### config.mk
export PLATFORM = sky130hd
export DESIGN_NAME = match_event_logger_flat
export DESIGN_NICKNAME = d
export VERILOG_FILES = /design/src/rtl/match_event_logger_if.sv /design/src/rtl/match_event_logger.sv /design/src/flat_wrapper.sv
export SDC_FILE = /design/constraint.sdc
export NUM_CORES = 1
export LEC_CHECK = 0
export CORE_AREA = 10 10 130 132
export DETAILED_ROUTE_END_ITERATION = 7
export DIE_AREA = 0 0 140 142
export DONT_BUFFER_PORTS = 1
export MAX_ROUTING_LAYER = met4
export SLEW_MARGIN = 20
export SYNTH_ARGS = -nofsm -noshare
export SYNTH_HDL_FRONTEND = slang
export SYNTH_SLANG_ARGS = --single-unit
export TNS_END_PERCENT = 100
### constraint.sdc
create_clock -name clk -period 3.3 [get_ports clk]
set_clock_uncertainty 0.1 [all_clocks]
set_input_delay 0.495 -clock clk [delete_from_list [all_inputs] [get_ports clk]]
set_output_delay 0.495 -clock clk [all_outputs]
set_load 0.005 [all_outputs]
### src/rtl/match_event_logger_if.sv
// Event-logger port bundle: match pulses and pop requests in, FIFO head and status out.
// The logger uses the slave modport; whatever drives found/rd_en uses master.
interface match_event_logger_if #(
  parameter int DEPTH = 8,
  parameter int TS_W  = 16
);
  localparam int LVL_W = $clog2(DEPTH + 1);

  logic             found;
  logic             rd_en;
  logic [TS_W-1:0]  rd_data;
  logic             empty;
  logic             full;
  logic [LVL_W-1:0] level;
  logic             overflow;
  logic [15:0]      match_count;

  modport master (
    output found, rd_en,
    input  rd_data, empty, full, level, overflow, match_count
  );

  modport slave (
    input  found, rd_en,
    output rd_data, empty, full, level, overflow, match_count
  );
endinterface

### src/rtl/match_event_logger.sv
// Timestamps each match pulse into a first-word-fall-through FIFO; overflow is sticky.
// MATCH_LOG_DROP_OLDEST_EN: when full, evict the oldest entry instead of dropping the new event.
module match_event_logger #(
  parameter int DEPTH = 8,
  parameter int TS_W  = 16
) (
  input logic             clk,
  input logic             reset,
  match_event_logger_if.slave bus
);
  localparam int AW = $clog2(DEPTH);
  localparam int LW = $clog2(DEPTH + 1);
  localparam logic [LW-1:0]   LVL_FULL = LW'(DEPTH);
  localparam logic [LW-1:0]   LVL_ONE  = LW'(1);
  localparam logic [AW-1:0]   PTR_ONE  = AW'(1);
  localparam logic [TS_W-1:0] TS_ONE   = TS_W'(1);

  logic [TS_W-1:0] mem_q [DEPTH];
  logic [TS_W-1:0] ts_q, ts_d;
  logic [AW-1:0]   wr_ptr_q, wr_ptr_d;
  logic [AW-1:0]   rd_ptr_q, rd_ptr_d;
  logic [LW-1:0]   level_q, level_d;
  logic            overflow_q, overflow_d;
  logic [15:0]     count_q, count_d;
  logic            wr_en;
  logic            pop;
  logic            push_ok;
  logic            empty_w;
  logic            full_w;

  assign empty_w = (level_q == '0);
  assign full_w  = (level_q == LVL_FULL);
  assign pop     = bus.rd_en && !empty_w;
  // A push into a full FIFO only fits when the head leaves on the same edge.
  assign push_ok = bus.found && (!full_w || pop);

  always_comb begin
    ts_d       = ts_q + TS_ONE;
    wr_ptr_d   = wr_ptr_q;
    rd_ptr_d   = rd_ptr_q;
    level_d    = level_q;
    overflow_d = overflow_q;
    count_d    = count_q;
    wr_en      = 1'b0;

    if (bus.found && (count_q != 16'hFFFF)) begin
      count_d = count_q + 16'd1;
    end

    if (push_ok) begin
      wr_en    = 1'b1;
      wr_ptr_d = wr_ptr_q + PTR_ONE;
    end
    if (pop) begin
      rd_ptr_d = rd_ptr_q + PTR_ONE;
    end

    if (push_ok && !pop) begin
      level_d = level_q + LVL_ONE;
    end else if (!push_ok && pop) begin
      level_d = level_q - LVL_ONE;
    end

    if (bus.found && full_w && !pop) begin
      overflow_d = 1'b1;
`ifdef MATCH_LOG_DROP_OLDEST_EN
      // Full means wr_ptr == rd_ptr, so the new entry overwrites the oldest slot.
      wr_en    = 1'b1;
      wr_ptr_d = wr_ptr_q + PTR_ONE;
      rd_ptr_d = rd_ptr_q + PTR_ONE;
`endif
    end
  end

  always_ff @(posedge clk) begin
    if (reset) begin
      ts_q       <= '0;
      wr_ptr_q   <= '0;
      rd_ptr_q   <= '0;
      level_q    <= '0;
      overflow_q <= 1'b0;
      count_q    <= '0;
    end else begin
      ts_q       <= ts_d;
      wr_ptr_q   <= wr_ptr_d;
      rd_ptr_q   <= rd_ptr_d;
      level_q    <= level_d;
      overflow_q <= overflow_d;
      count_q    <= count_d;
    end
  end

  always_ff @(posedge clk) begin
    if (wr_en && !reset) begin
      mem_q[wr_ptr_q] <= ts_q;
    end
  end

  assign bus.rd_data     = mem_q[rd_ptr_q];
  assign bus.empty       = empty_w;
  assign bus.full        = full_w;
  assign bus.level       = level_q;
  assign bus.overflow    = overflow_q;
  assign bus.match_count = count_q;
endmodule

### src/flat_wrapper.sv
// flat-port wrapper written by rule: the top's interface ports become plain ports
module match_event_logger_flat 
#(
  parameter int DEPTH = 8,
  parameter int TS_W  = 16
)
  (clk, reset, bus_found, bus_rd_en, bus_rd_data, bus_empty, bus_full, bus_level, bus_overflow, bus_match_count);
  match_event_logger_if #(.DEPTH(DEPTH), .TS_W(TS_W)) bus_i ();
  input logic clk;
  input logic reset;
  input wire logic [$bits(bus_i.found)-1:0] bus_found;
  input wire logic [$bits(bus_i.rd_en)-1:0] bus_rd_en;
  output wire logic [$bits(bus_i.rd_data)-1:0] bus_rd_data;
  output wire logic [$bits(bus_i.empty)-1:0] bus_empty;
  output wire logic [$bits(bus_i.full)-1:0] bus_full;
  output wire logic [$bits(bus_i.level)-1:0] bus_level;
  output wire logic [$bits(bus_i.overflow)-1:0] bus_overflow;
  output wire logic [$bits(bus_i.match_count)-1:0] bus_match_count;
  assign bus_i.found = bus_found;
  assign bus_i.rd_en = bus_rd_en;
  assign bus_rd_data = bus_i.rd_data;
  assign bus_empty = bus_i.empty;
  assign bus_full = bus_i.full;
  assign bus_level = bus_i.level;
  assign bus_overflow = bus_i.overflow;
  assign bus_match_count = bus_i.match_count;
  match_event_logger #(.DEPTH(DEPTH), .TS_W(TS_W)) u_core (.clk(clk), .reset(reset), .bus(bus_i));
endmodule
# Word level (Yosys, flattened, before mapping)
# Memories as Yosys holds them, arrays and structs flattened. A register that Yosys moved wholly into a read port is not among the register bits.
# Index checks and enable logic that the tools add are counted.
[op_classes] add_sub_neg=6 eq_ne=2 muxes=7 reduce_logical=16
[ops] cell="adder 16 x 1 -> 16 bit (second input constant)" n=2
[ops] cell="inequality test 16 bit (second input constant)" n=1
[ops] cell="logical AND 1 bit" n=8
[ops] cell="two-way mux 4 bit" n=2
[ops] cell="adder 3 x 1 -> 3 bit (second input constant)" n=2
[ops] cell="two-way mux 3 bit" n=2
[ops] cell="zero test 1 bit" n=5
[ops] cell="adder 4 x 1 -> 4 bit (second input constant)" n=1
[ops] cell="== test 4 bit (second input constant)" n=1
[ops] cell="zero test 4 bit" n=1
[ops] cell="subtractor 4 x 1 -> 4 bit (second input constant)" n=1
[ops] cell="two-way mux 1 bit" n=3
[ops] cell="nonzero test 2 bit" n=1
[ops] cell="logical OR 1 bit" n=1
[totals] reg_bits=43 ram_bits=128 wordCells=38 mem_count=1
[memory_table] name="u_core.mem_q" words=8 width=16 rd=1 rd_clocked_by_memory_dff=1 wr=1 line="match_event_logger.sv:18" text="logic [TS_W-1:0] mem_q [DEPTH];"

# Depth between registers and ports, before layout
# Gate-level depths: netlist of the first run.
[logic_depth] word_depth=9 mapped_depth=10

# Worst setup path after synthesis of the first run
# Ideal clock, no wire load.
[synth_timing] path_type="register -> register" from="reg u_core.level_q[0], in the netlist u_core.bus.level[0]" to="mem u_core.mem_q[0][0], enable pin" setup_ps=430 arrival_time_ps=2500 required_ps=2770 setup_slack_ps=270 path_stages_with_launch=6 n_path_buf=0 period_less_slack_ps=3030 path_cell_list="dfxtp_1 -> or4b_4 -> o21ai_4 -> inv_1 -> nand2b_1 -> nor4_1"
[synth_between] elab_chain_len=9 elab_cells_between_ends=11
[synth_lines] element="from (decl)" line="match_event_logger.sv:22" text="logic [LW-1:0] level_q, level_d;"
[synth_lines] element="from (signal assigned)" line="match_event_logger.sv:87" text="level_q <= level_d;"
[synth_lines] element="zero test 4 bit" line="match_event_logger.sv:31" text="assign empty_w = (level_q == '0);"
[synth_lines] element="zero test 1 bit" line="match_event_logger.sv:33" text="assign pop = bus.rd_en && !empty_w;"
[synth_lines] element="logical AND 1 bit" line="match_event_logger.sv:33"
[synth_lines] element="logical OR 1 bit (*)" line="match_event_logger.sv:35" text="assign push_ok = bus.found && (!full_w || pop);"
[synth_lines] element="logical AND 1 bit (*)" line="match_event_logger.sv:35"
[synth_lines] element="two-way mux 1 bit (*)" line="match_event_logger.sv:50" text="if (push_ok) begin"
[synth_lines] element="logical AND 1 bit (*)" line="match_event_logger.sv:94" text="if (wr_en && !reset) begin"
[synth_lines] element="two-way mux 1 bit (*)" line="match_event_logger.sv:94"
[synth_lines] element="two-way mux 1 bit (implied by the code) (*)" line="match_event_logger.sv:95" text="mem_q[wr_ptr_q] <= ts_q;"
[synth_lines] element="to (decl)" line="match_event_logger.sv:18"
# Every way passes the cells marked *; elsewhere a longest branch is shown, timed or not.

# Worst setup path after layout of the first run
[layout_timing] from="reg u_core.level_q[0], in the netlist u_core.bus.level[0]" to="reg u_core.level_q[3], in the netlist u_core.bus.level[3]"
[layout_between] elab_chain_len=8 elab_cells_between_ends=16
[layout_lines] element="branches (longest 8 deep; another with subtractor 4 x 1 -> 4 bit)"
# Parallel ways; which one is timed is not known. The select of a mux whose other input is x is not followed.
# A chain may end at the register's enable or synchronous reset.

==> results of run 1 <==
routing by layer:
metal	global-route usage, %	vias up	routed length [um]
met5	-	-	0
met4	4.73	0	96
met3	4.41	9	609
met2	21.2	73	6530
met1	17.6	1867	5780
li1	-	1736	-
layout make-up:
type / count / share of cell area [%]
clock inverters: 13 / 1.88
repair buffers: 12 / 1.30
inverters: 7 / 0.334
clock buffers: 19 / 5.50
well taps: 184 / 2.92
flip-flops and latches: 174 / 60.5
multi-input cells: 233 / 27.5
critical path, stage by stage (launching register included):
cell and delay [ps]:
dfxtp_1 400, or4b_4 610, o21ai_4 140, inv_1 80, ha_1 190, inv_1 130
ha_1 280, a21oi_1 210, a211oi_1 100, a31oi_1 180, mux2_2 350
flip-flops by register name (all words and copies together) (netlist names), named ones only:
name / count
u_core.rd_ptr_q: 3
u_core.bus.level: 4
u_core.bus.match_count: 16
u_core.wr_ptr_q: 3
u_core.mem_q: 128
u_core.ts_q: 16
u_core.bus.overflow: 1
cells in the final DEF (no fill, tap or decap), types with 4 or more instances in the layout:
cell	n
mux2i_1	4
a21oi_1	17
ha_1	7
edfxtp_1	128
buf_4	11
clkbuf_16	17
nor4_2	6
nand3_1	11
inv_1	7
o31ai_1	7
nor2b_1	4
nand4_1	11
nand2_1	13
or4_1	7
xor2_1	13
nor3_1	7
mux2_2	19
mux4_2	32
dfxtp_1	45
nor2_1	34
logic make-up after synthesis:
kind of cell | Yosys count | share of synthesized area (%)
XOR/XNOR | 16 | 1.99
multiplexers | 55 | 13.8
buffers and inverters | 28 | 2.19
AO/OA/AOI/OAI | 39 | 3.84
flip-flops | 174 | 67.7
adder cells (fa/ha/maj) | 8 | 1.53
AND/OR/NAND/NOR | 115 | 8.92
power by group through the flow:
stage          clock, mW  sequential, mW  combinational (mW)
6_report            1.96            2.52               0.829
5_1_grt             2.10            2.54               0.923
4_1_cts             1.99            2.53               0.862
3_5_place_dp           0            2.58               0.858
3_3_place_gp           0            2.57               0.846
2_1_floorplan          0            2.51               0.727
how the worst max path moves through the flow:
stage                                    from             endpoint
after floorplan           u_core.bus.level[0]   u_core.mem_q[0][0]
after global placement    u_core.bus.level[0]  u_core.bus.level[3]
after detailed placement  u_core.bus.level[0]  u_core.bus.level[3]
after CTS                 u_core.bus.level[0]  u_core.bus.level[3]
after global routing      u_core.bus.level[0]  u_core.bus.level[3]
final                     u_core.bus.level[0]  u_core.bus.level[3]
==> implementation parameters, run 1 <==
Parameter                              Value

Run status
  Run status ... finished clean

Floorplan
  Ports placed on the boundary ... 43
  Die Span Y ... 142 um
  Total number of placement rows ... 44
  Initial standard-cell utilization of the core ... 49.2%
  Area of the die ... 19900 um2
  Core area ... 14300 um2
  Die Width ... 140 um

Power
  Switching power summed over all nets ... 1.25 mW
  Power per cell area ... 674 nW/um2
  Internal Power ... 4.06 mW
  Part of the total power dissipated in sequential elements ... 47.5%
  Gate power share ... 15.6%
  Maximum vdd drop ... 0.348 mV
  Total power ... between 5 and 6 mW
  Leakage power ... 2.55 nW
  Net switching share of the total power ... 23.5%
  Fraction of power consumed by the clock network ... 36.9%

Worst hold path
  Worst hold path depth ... 1
  Worst Hold Class ... input pin to register
  Worst hold endpoint ... u_core.bus.match_count[1]
  Startpoint of the lowest-slack hold path ... reset

Clock tree
  Clock transition at the registers of the reported paths ... ~60 ps
  Longest Clk Path Bufs ... 2
  Cells resized by post-CTS repair ... 0
  Clock latency reported for the late side of the worst-skew pair ... 420 ps
  Hold-fix buffer count after cts ... 0
  Library cell used as clock root buffer ... clkbuf_16
  CTS Buf Count ... 17
  Clock tree from TritonCTS ... yes
  Clock sinks ... 174
  Number of buffers inserted by post-CTS setup repair ... 0
  Max H-tree Level ... 4

Layout
  Area Overhead vs Synth ... 11.9%
  Footprint of the flip-flops and latches ... 4770 um2
  Post-layout util ... a little under three fifths
  Count of fill cells added during filler insertion ... roughly 1.1k
  Multi-input logic area ... 2170 um2
  Non-Filler Cell Area, Final ... 7870 um2
  Post-Layout Cell Count ... 642
  Layout cells sized above 1 ... 23.8%
  Number of nets at the end of the flow ... 457
  Number of antenna cells inserted ... 0

STA
  Final period utilization ... 87.5%
  Endpoints failing hold ... 0
  Unrepaired setup endpoints after global routing ... false
  Tightest slew margin relative to the limit ... 59.9%
  Final critical delay including setup and external delays ... 2890 ps
  Worst slack on hold paths ... 39.3 ps
  Setup TNS ... 0 ps
  Worst Setup Slack, final ... 414 ps
  Top achievable clock speed ... 346 MHz
  Transition time at the pin with the least slew margin ... approximately 590 ps
  Total setup violations reported at the end of the flow ... 0
  Total count of max-transition violations in the final report ... 0

Detailed routing
  Wire length per cell ... between 20 and 25 um
  Routed via count divided by cell count ... 5.74
  ANT nets after route ... 0
  Sum of routed wire length over all layers ... 13000 um
  1st-iter DRT viols ... 233
  Number of vias in the routed layout ... 3685
  Number of detailed-routing iterations run before antenna repair ... 5
  Residual DRC count ... 0

Placement
  Half-perimeter wire length after placement ... 7650 um
  Count of input and output buffers ... 0
  Post-detailed-placement cell area ... 7290 um2
  Post-placement cell count ... slightly above 600
  Worst setup timing slack at the placement stage ... 429 ps
  Final RePlAce weighted congestion ... 0.763

Global routing
  GRT Util Overall ... 14.0%
  Global-route wire length before repair ... 21100 um
  Number of global-route vias before repair ... 3803
  Number of antenna violations at the first check in global routing ... 0
  GR Overflow Total ... 0
  Largest net degree at the start of global routing ... 53

Logic synthesis
  Net count after synthesis ... 447
  Share of the synthesized area in the top cell type ... between 50 and 60%
  Number of enable flip-flop cells after synthesis ... 128
  Library cells used by synthesis ... 43
  Dominant synthesized flop cell ... edfxtp_1
  Leading cell types by total area after synthesis ... edfxtp_1 (55%), dfxtp_1 (13%), mux4_2 (10%)
  Top post-synthesis cells by count ... edfxtp_1 (128), dfxtp_1 (46), nor2_1 (34)
  Cell taking the most area after synthesis ... edfxtp_1
  Count of synthesis-stage warnings from yosys ... 0
  Part of the Yosys area used for sequential elements ... between 60% and 70%
  Synthesized flop and latch total ... 174
  Cell with the most instances after synthesis ... edfxtp_1
  Syn avg cell area ... 16.2 um2
  Async SR Flop Fraction ... 0%
  Number of instances in the synthesized netlist ... 435
  Syn Std Cell Area ... between 7000 and 8000 um2

Critical path
  R2R cell count ... 10
  Path type of the worst setup path ... register to register
  Start of the worst register-to-register path ... u_core.bus.level[0]
  Category of the worst setup path capture point ... register
  Data arrival time of the worst path ... between 3000 and 4000 ps
  Setup slack of the worst register-to-register path ... 410 ps
  Critical path launch point type ... register
  Critical Path RT ... 3510 ps
  Crit-path max FO ... 7
  FF-to-FF End ... u_core.bus.level[3]

Job
  Reported max-cap violation count ... 0
No activity file was read; power rests on OpenSTA's default activity.
==> run 2: changes to the inputs <==
--- a/config.mk
+++ b/config.mk
@@ -10,7 +10,7 @@
 export DIE_AREA = 0 0 140 142
 export DONT_BUFFER_PORTS = 1
 export MAX_ROUTING_LAYER = met4
-export SLEW_MARGIN = 20
+export SLEW_MARGIN = 30
 export SYNTH_ARGS = -nofsm -noshare
 export SYNTH_HDL_FRONTEND = slang
 export SYNTH_SLANG_ARGS = --single-unit
==> constraint.sdc (replaced) <==
create_clock -name clk -period 3.5 [get_ports clk]
set_clock_uncertainty 0.1 [all_clocks]
set_input_delay 0.525 -clock clk [delete_from_list [all_inputs] [get_ports clk]]
set_output_delay 0.525 -clock clk [all_outputs]
set_load 0.005 [all_outputs]
==> run 2 against run 1 <==
Effect of this change: sequential share of layout area about the same; flip-flop and latch count unchanged; cell count decreased by 0.31%; die area unchanged; critical path depth unchanged; design area unchanged.
==> implementation parameters, run 2 (synthesized netlist as in run 1, its figures left out) <==
Parameter                              Value

Worst hold path
  Worst hold path depth ... 1 (unchanged)
  Worst hold endpoint ... u_core.bus.match_count[1]
  Worst Hold Class ... input pin to register
  Startpoint of the lowest-slack hold path ... reset

Clock tree
  Cells resized by post-CTS repair ... 0 (unchanged)
  Max H-tree Level ... 4 (unchanged)
  Longest Clk Path Bufs ... 2 (unchanged)
  Number of buffers inserted by post-CTS setup repair ... 0 (unchanged)
  Clock transition at the registers of the reported paths ... 60 ps (about the same)
  CTS Buf Count ... 17 (unchanged)
  Clock tree from TritonCTS ... yes
  Library cell used as clock root buffer ... clkbuf_16
  Hold-fix buffer count after cts ... 0 (unchanged)
  Clock latency reported for the late side of the worst-skew pair ... 420 ps (about the same)
  Clock sinks ... 174 (unchanged)

Power
  Fraction of power consumed by the clock network ... 37.5% (+0.6 points)
  Leakage power ... 2.55 nW (+0.30%)
  Part of the total power dissipated in sequential elements ... 46.5% (-1.0 points)
  Maximum vdd drop ... 0.436 mV (+25%)
  Switching power summed over all nets ... 1.15 mW (-7.8%)
  Power per cell area ... 640 nW/um2 (-5.0%)
  Internal Power ... 3.89 mW (-4.2%)
  Net switching share of the total power ... 22.8% (-0.68 points)
  Gate power share ... 16.1% (+0.5 points)

Layout
  Layout cells sized above 1 ... 23.5% (-0.33 points)
  Number of antenna cells inserted ... 0 (unchanged)
  Most common cell after layout, fill and taps aside ... edfxtp_1
  Count of fill cells added during filler insertion ... 1164 (+3.7%)
  Number of nets at the end of the flow ... 455 (-0.44%)
  Area Overhead vs Synth ... 11.9% (unchanged)
  Register containing the most flip-flops in the final layout ... u_core.mem_q
  Largest register FFs ... 128 (unchanged)
  Commonest non-fill, non-tap cells in the layout ... edfxtp_1 (128), dfxtp_1 (44), nor2_1 (34), mux4_2 (32), mux2_2 (19)

STA
  Setup TNS ... 0 ps (unchanged)
  Endpoints failing hold ... 0 (unchanged)
  Unrepaired setup endpoints after global routing ... false
  Top achievable clock speed ... 321 MHz (-7.2%)
  Final period utilization ... 88.9% (+1.4 points)
  Transition time at the pin with the least slew margin ... 576 ps (-18.6 ps)
  Worst slack on hold paths ... 66.2 ps (+26.9 ps)
  Total count of max-transition violations in the final report ... 0 (unchanged)
  Total setup violations reported at the end of the flow ... 0 (unchanged)
  Final critical delay including setup and external delays ... 3110 ps (+225 ps)
  Tightest slew margin relative to the limit ... 61.2% (+1.3 points)

Floorplan
  Die Span Y ... 142 um (unchanged)
  Initial standard-cell utilization of the core ... 49.2% (unchanged)
  Ports placed on the boundary ... 43 (unchanged)
  Total number of placement rows ... 44 (unchanged)
  Area of the die ... 19900 um2 (unchanged)
  Die Width ... 140 um (unchanged)
  Core area ... 14300 um2 (unchanged)

Detailed routing
  1st-iter DRT viols ... 204 (-12%)
  Number of detailed-routing iterations run before antenna repair ... 4 (-1)
  Routed via count divided by cell count ... 5.79 (+0.86%)
  Wire length per cell ... 20.5 um (+1.2%)
  ANT nets after route ... 0 (unchanged)
  Sum of routed wire length over all layers ... 13100 um (+0.86%)
  Number of vias in the routed layout ... 3705 (+0.54%)
  Residual DRC count ... 0 (unchanged)

Job
  Reported max-cap violation count ... 0 (unchanged)

Critical path
  Critical path launch point type ... register
  Path type of the worst setup path ... register to register
  Category of the worst setup path capture point ... register
  Data arrival time of the worst path ... 3330 ps (+230 ps)
  R2R cell count ... 10 (unchanged)
  Setup slack of the worst register-to-register path ... 390 ps (-20 ps)
  Start of the worst register-to-register path ... u_core.bus.level[0]
  Critical Path RT ... 3710 ps (+200 ps)
  Crit-path max FO ... 9 (+2)
  FF-to-FF End ... u_core.bus.level[3]

Global routing
  Largest net degree at the start of global routing ... 53 (unchanged)
  GR Overflow Total ... 0 (unchanged)
  Global-route wire length before repair ... 21100 um (+0.29%)
  GRT Util Overall ... 14.2% (+0.21 points)
  Met2 track demand over resource ... 22.8% (+1.5 points)
  Most Crowded Layer GR ... met2
  Global routing met1 resource utilization ... 16.2% (-1.4 points)
  Number of global-route vias before repair ... 3873 (+1.8%)
  Met3 Track Usage GR ... 5.27% (+0.87 points)
  Number of antenna violations at the first check in global routing ... 0 (unchanged)

Placement
  Count of input and output buffers ... 0 (unchanged)
  Final RePlAce weighted congestion ... 0.767 (+0.55%)
  Half-perimeter wire length after placement ... 7710 um (+0.71%)

Run status
  Run status ... finished clean
-- run 2: cell types whose count changed in the layout (fill, tap and decap cells not counted) --
cell	delta
dfxtp_2	+1
buf_4	-2
clkbuf_8	+3
clkinvlp_4	-3
dfxtp_1	-1
clkinv_4	-1
clkbuf_1	+3
clkinv_1	-2
-- run 2: worst max-delay path by stage --
stage                         from             endpoint  slack [ps]  depth (start not counted)
2_1_floorplan  u_core.bus.level[0]   u_core.mem_q[0][0]         470                          5
3_3_place_gp   u_core.bus.level[0]  u_core.bus.level[3]         440                         10
6_report       u_core.bus.level[0]  u_core.bus.level[3]         390                         10
4_1_cts        u_core.bus.level[0]  u_core.bus.level[3]         370                         10
5_1_grt        u_core.bus.level[0]  u_core.bus.level[3]         160                         10
3_5_place_dp   u_core.bus.level[0]  u_core.bus.level[3]         390                         10
-- run 2: final cells by class --
cell class                      instances  area [um2]  share of cell area, %
Tap cell                              184         230                   2.92
Multi-Input combinational cell        233        2170                   27.5
Timing Repair Buffer                   10        87.6                   1.11
Clock inverter                          7         109                   1.38
Clock buffer                           25         485                   6.17
Sequential cell                       174        4770                   60.5
Inverter                                7        26.3                  0.334
-- run 2: power groups by stage --
stage / Clock (mW) / Combinational [mW] / Sequential [mW]
detailed placement: 0 / 0.842 / 2.39
floorplan: 0 / 0.686 / 2.36
global placement: 0 / 0.831 / 2.38
finish: 1.89 / 0.809 / 2.34
CTS: 1.93 / 0.844 / 2.34
global route: 2.03 / 0.903 / 2.35
-- run 2: critical path, cell delays in order, from the launching register on --
cell	delay [ps]
dfxtp_1	400
or4b_4	610
o21ai_4	310
inv_1	130
ha_1	210
inv_1	130
ha_1	290
a21oi_1	200
a211oi_1	90
a31oi_1	170
mux2_2	350
-- run 2: layer usage --
layer / wire length [um] / part of all wire, %
met4: 197 / 1.5
met1: 5660 / 43
met5: 0 / 0
met3: 733 / 5.6
met2: 6540 / 50
-- run 2: stage by stage --
step / total power, mW / area (um2) / utilization, % / worst slack, ps / std cells
finish: 5.04 / 7870 / 55.0 / 389 / 640
detailed placement: 3.23 / 7280 / 50.9 / 392 / 608
CTS: 5.12 / 7870 / 55.0 / 369 / 640
floorplan: 3.05 / 7040 / - / 470 / 435
global route: 5.28 / 7870 / 55.0 / 159 / 640
global placement: 3.21 / 7280 / 50.8 / 443 / 608
==> run 3: changes to the inputs <==
==> constraint.sdc (replaced) <==
create_clock -name clk -period 4 [get_ports clk]
set_clock_uncertainty 0.1 [all_clocks]
set_input_delay 0.6 -clock clk [delete_from_list [all_inputs] [get_ports clk]]
set_output_delay 0.6 -clock clk [all_outputs]
set_load 0.005 [all_outputs]
==> run 3 against run 2 <==
Effect of this change: core utilization shrank 0.16 points; combinational power decreased by 14%; cell count unchanged; non-clock buffer count is the same; flip-flop and latch count stayed put; worst setup slack better by 480 ps; total power decreased by 14%; count of clock-buffer cells in the layout is 1 higher; design area down 0.29%; clock power fell by 15%; critical path type unchanged; highest routed layer unchanged.
==> implementation parameters, run 3 (synthesized netlist as in run 1, its figures left out) <==
Parameter                              Value

Layout
  Non-Filler Cell Area, Final ... 7850 um2 (-0.29%)
  Area Overhead vs Synth ... 11.5%
  Most common cell after layout, fill and taps aside ... edfxtp_1
  Largest register FFs ... 128 (unchanged)
  Post-layout util ... 54.9% (-0.16 points)
  Post-Layout Cell Count ... 640 (unchanged)
  Count of fill cells added during filler insertion ... 1139 (-2.1%)
  Commonest non-fill, non-tap cells in the layout ... edfxtp_1 (128), dfxtp_1 (44), nor2_1 (34), mux4_2 (32), mux2_2 (19)
  Register containing the most flip-flops in the final layout ... u_core.mem_q
  Layout cells sized above 1 ... 24.3% (+0.88 points)
  Number of nets at the end of the flow ... 455 (unchanged)
  Number of antenna cells inserted ... 0 (unchanged)

Worst hold path
  Worst Hold Class ... input pin to register
  Startpoint of the lowest-slack hold path ... reset
  Worst hold path depth ... 1 (unchanged)
  Worst hold endpoint ... u_core.bus.match_count[1]

Floorplan
  Ports placed on the boundary ... 43 (unchanged)
  Die Width ... 140 um (unchanged)
  Core area ... 14300 um2 (unchanged)
  Die Span Y ... 142 um (unchanged)
  Initial standard-cell utilization of the core ... 49.2% (unchanged)
  Area of the die ... 19900 um2 (unchanged)
  Total number of placement rows ... 44 (unchanged)

Placement
  Count of input and output buffers ... 0 (unchanged)
  Final RePlAce weighted congestion ... 0.766 (-0.14%)
  Post-placement cell count ... 608 (unchanged)
  Worst setup timing slack at the placement stage ... 881 ps (+489 ps)
  Post-detailed-placement cell area ... 7270 um2 (-0.17%)
  Half-perimeter wire length after placement ... 7610 um (-1.3%)

Critical path
  Start of the worst register-to-register path ... u_core.bus.level[0]
  Data arrival time of the worst path ... 3340 ps (about the same)
  Critical Path RT ... 4210 ps (+500 ps)
  CP max-delay cell ... or4b_4
  FF-to-FF End ... u_core.bus.level[3]
  R2R cell count ... 10 (unchanged)
  Crit-path max cell delay ... 620 ps (about the same)
  Category of the worst setup path capture point ... register
  Critical-path cell list ... or4b_4 -> o21ai_4 -> inv_1 -> ha_1 -> inv_1 -> ha_1 -> a21oi_1 -> a211oi_1 -> a31oi_1 -> mux2_2
  Critical path launch point type ... register
  Crit-path max FO ... 9 (unchanged)
  Setup slack of the worst register-to-register path ... 870 ps (+480 ps)
  Path type of the worst setup path ... register to register

STA
  Transition time at the pin with the least slew margin ... 671 ps (+94.5 ps)
  Tightest slew margin relative to the limit ... 55.3% (-5.9 points)
  Final critical delay including setup and external delays ... 3130 ps (+19.3 ps)
  Top achievable clock speed ... 319 MHz (-0.62%)
  Setup TNS ... 0 ps (unchanged)
  Total setup violations reported at the end of the flow ... 0 (unchanged)
  Worst Setup Slack, final ... 870 ps (+481 ps)
  Final period utilization ... 78.3% (-11 points)
  Unrepaired setup endpoints after global routing ... false
  Endpoints failing hold ... 0 (unchanged)
  Total count of max-transition violations in the final report ... 0 (unchanged)

Job
  Reported max-cap violation count ... 0 (unchanged)

Global routing
  Global-route wire length before repair ... 20800 um (-1.5%)
  GRT Util Overall ... 14.0% (-0.26 points)
  GR Overflow Total ... 0 (unchanged)
  Number of global-route vias before repair ... 3763 (-2.8%)
  Number of antenna violations at the first check in global routing ... 0 (unchanged)
  Largest net degree at the start of global routing ... 53 (unchanged)

Detailed routing
  Residual DRC count ... 0 (unchanged)
  1st-iter DRT viols ... 228 (+12%)
  Sum of routed wire length over all layers ... 13000 um (-0.78%)
  ANT nets after route ... 0 (unchanged)
  Wire length per cell ... 20.4 um (-0.78%)
  Routed via count divided by cell count ... 5.69 (-1.6%)
  Number of detailed-routing iterations run before antenna repair ... 4 (unchanged)
  Number of vias in the routed layout ... 3644 (-1.6%)

Clock tree
  Max H-tree Level ... 4 (unchanged)
  Number of buffers inserted by post-CTS setup repair ... 0 (unchanged)
  Clock tree from TritonCTS ... yes
  Library cell used as clock root buffer ... clkbuf_16
  Longest Clk Path Bufs ... 2 (unchanged)
  Clock transition at the registers of the reported paths ... 60 ps (about the same)
  Clock latency reported for the late side of the worst-skew pair ... 420 ps (about the same)
  Clock sinks ... 174 (unchanged)
  Hold-fix buffer count after cts ... 0 (unchanged)
  Cells resized by post-CTS repair ... 0 (unchanged)
  CTS Buf Count ... 17 (unchanged)

Power
  Leakage power ... 2.55 nW (about the same)
  Maximum vdd drop ... 0.276 mV (-37%)
  Power per cell area ... 553 nW/um2 (-14%)

Run status
  Run status ... finished clean
run 3: cell types whose count changed in the layout (fill, tap and decap cells not counted):
cell       change
buf_12         -1
buf_4          +1
bufinv_16      -2
clkbuf_1       -3
clkbuf_8       +4
clkinv_1       -1
clkinv_2       +2
run 3: worst max-delay path by stage:
stage                          endpoint  cells past startpoint                 from
floorplan            u_core.mem_q[0][0]                      5            bus_found
global placement    u_core.bus.level[3]                     10  u_core.bus.level[0]
detailed placement  u_core.bus.level[3]                     10  u_core.bus.level[0]
CTS                 u_core.bus.level[3]                     10  u_core.bus.level[0]
global route        u_core.bus.level[3]                     10  u_core.bus.level[0]
finish              u_core.bus.level[3]                     10  u_core.bus.level[0]
run 3: report_power, final:
part	internal (mW)	total, mW	switching [mW]
registers	1.99	2.05	0.0621
logic	0.373	0.695	0.321
clock network	0.969	1.60	0.630
total	3.33	4.34	1.01
run 3: area by class of cell:
| class | count | area [um2] | area share (%) |
|---|---|---|---|
| Inverter | 7 | 26.3 | 0.335 |
| Tap cell | 184 | 230 | 2.93 |
| Multi-Input combinational cell | 233 | 2170 | 27.6 |
| Timing Repair Buffer | 10 | 75.1 | 0.956 |
| Clock inverter | 6 | 55.1 | 0.701 |
| Clock buffer | 26 | 529 | 6.74 |
| Sequential cell | 174 | 4770 | 60.7 |
run 3: critical path, delay by kind of cell, from the launching register on:
| kind | cells | cell delay [ps] |
|---|---|---|
| flops | 1 | 410 |
| simple gates | 1 | 620 |
| compound gates | 4 | 770 |
| mux | 1 | 350 |
| fa+ha+maj | 2 | 500 |
| buf+inv | 2 | 260 |
run 3: per-layer routing:
metal / GRT usage [%] / part of all wire [%]
met1: 16.8 / 45
met2: 22.2 / 49
met3: 4.14 / 4.7
met4: 4.89 / 1.3
met5: - / 0
run 3: per-stage QoR:
step,hold WS (ps),power (mW)
final,148,4.34
after global routing,123,4.54
after global placement,408,2.79
after floorplan,360,2.67
after CTS,128,4.40
after detailed placement,406,2.81
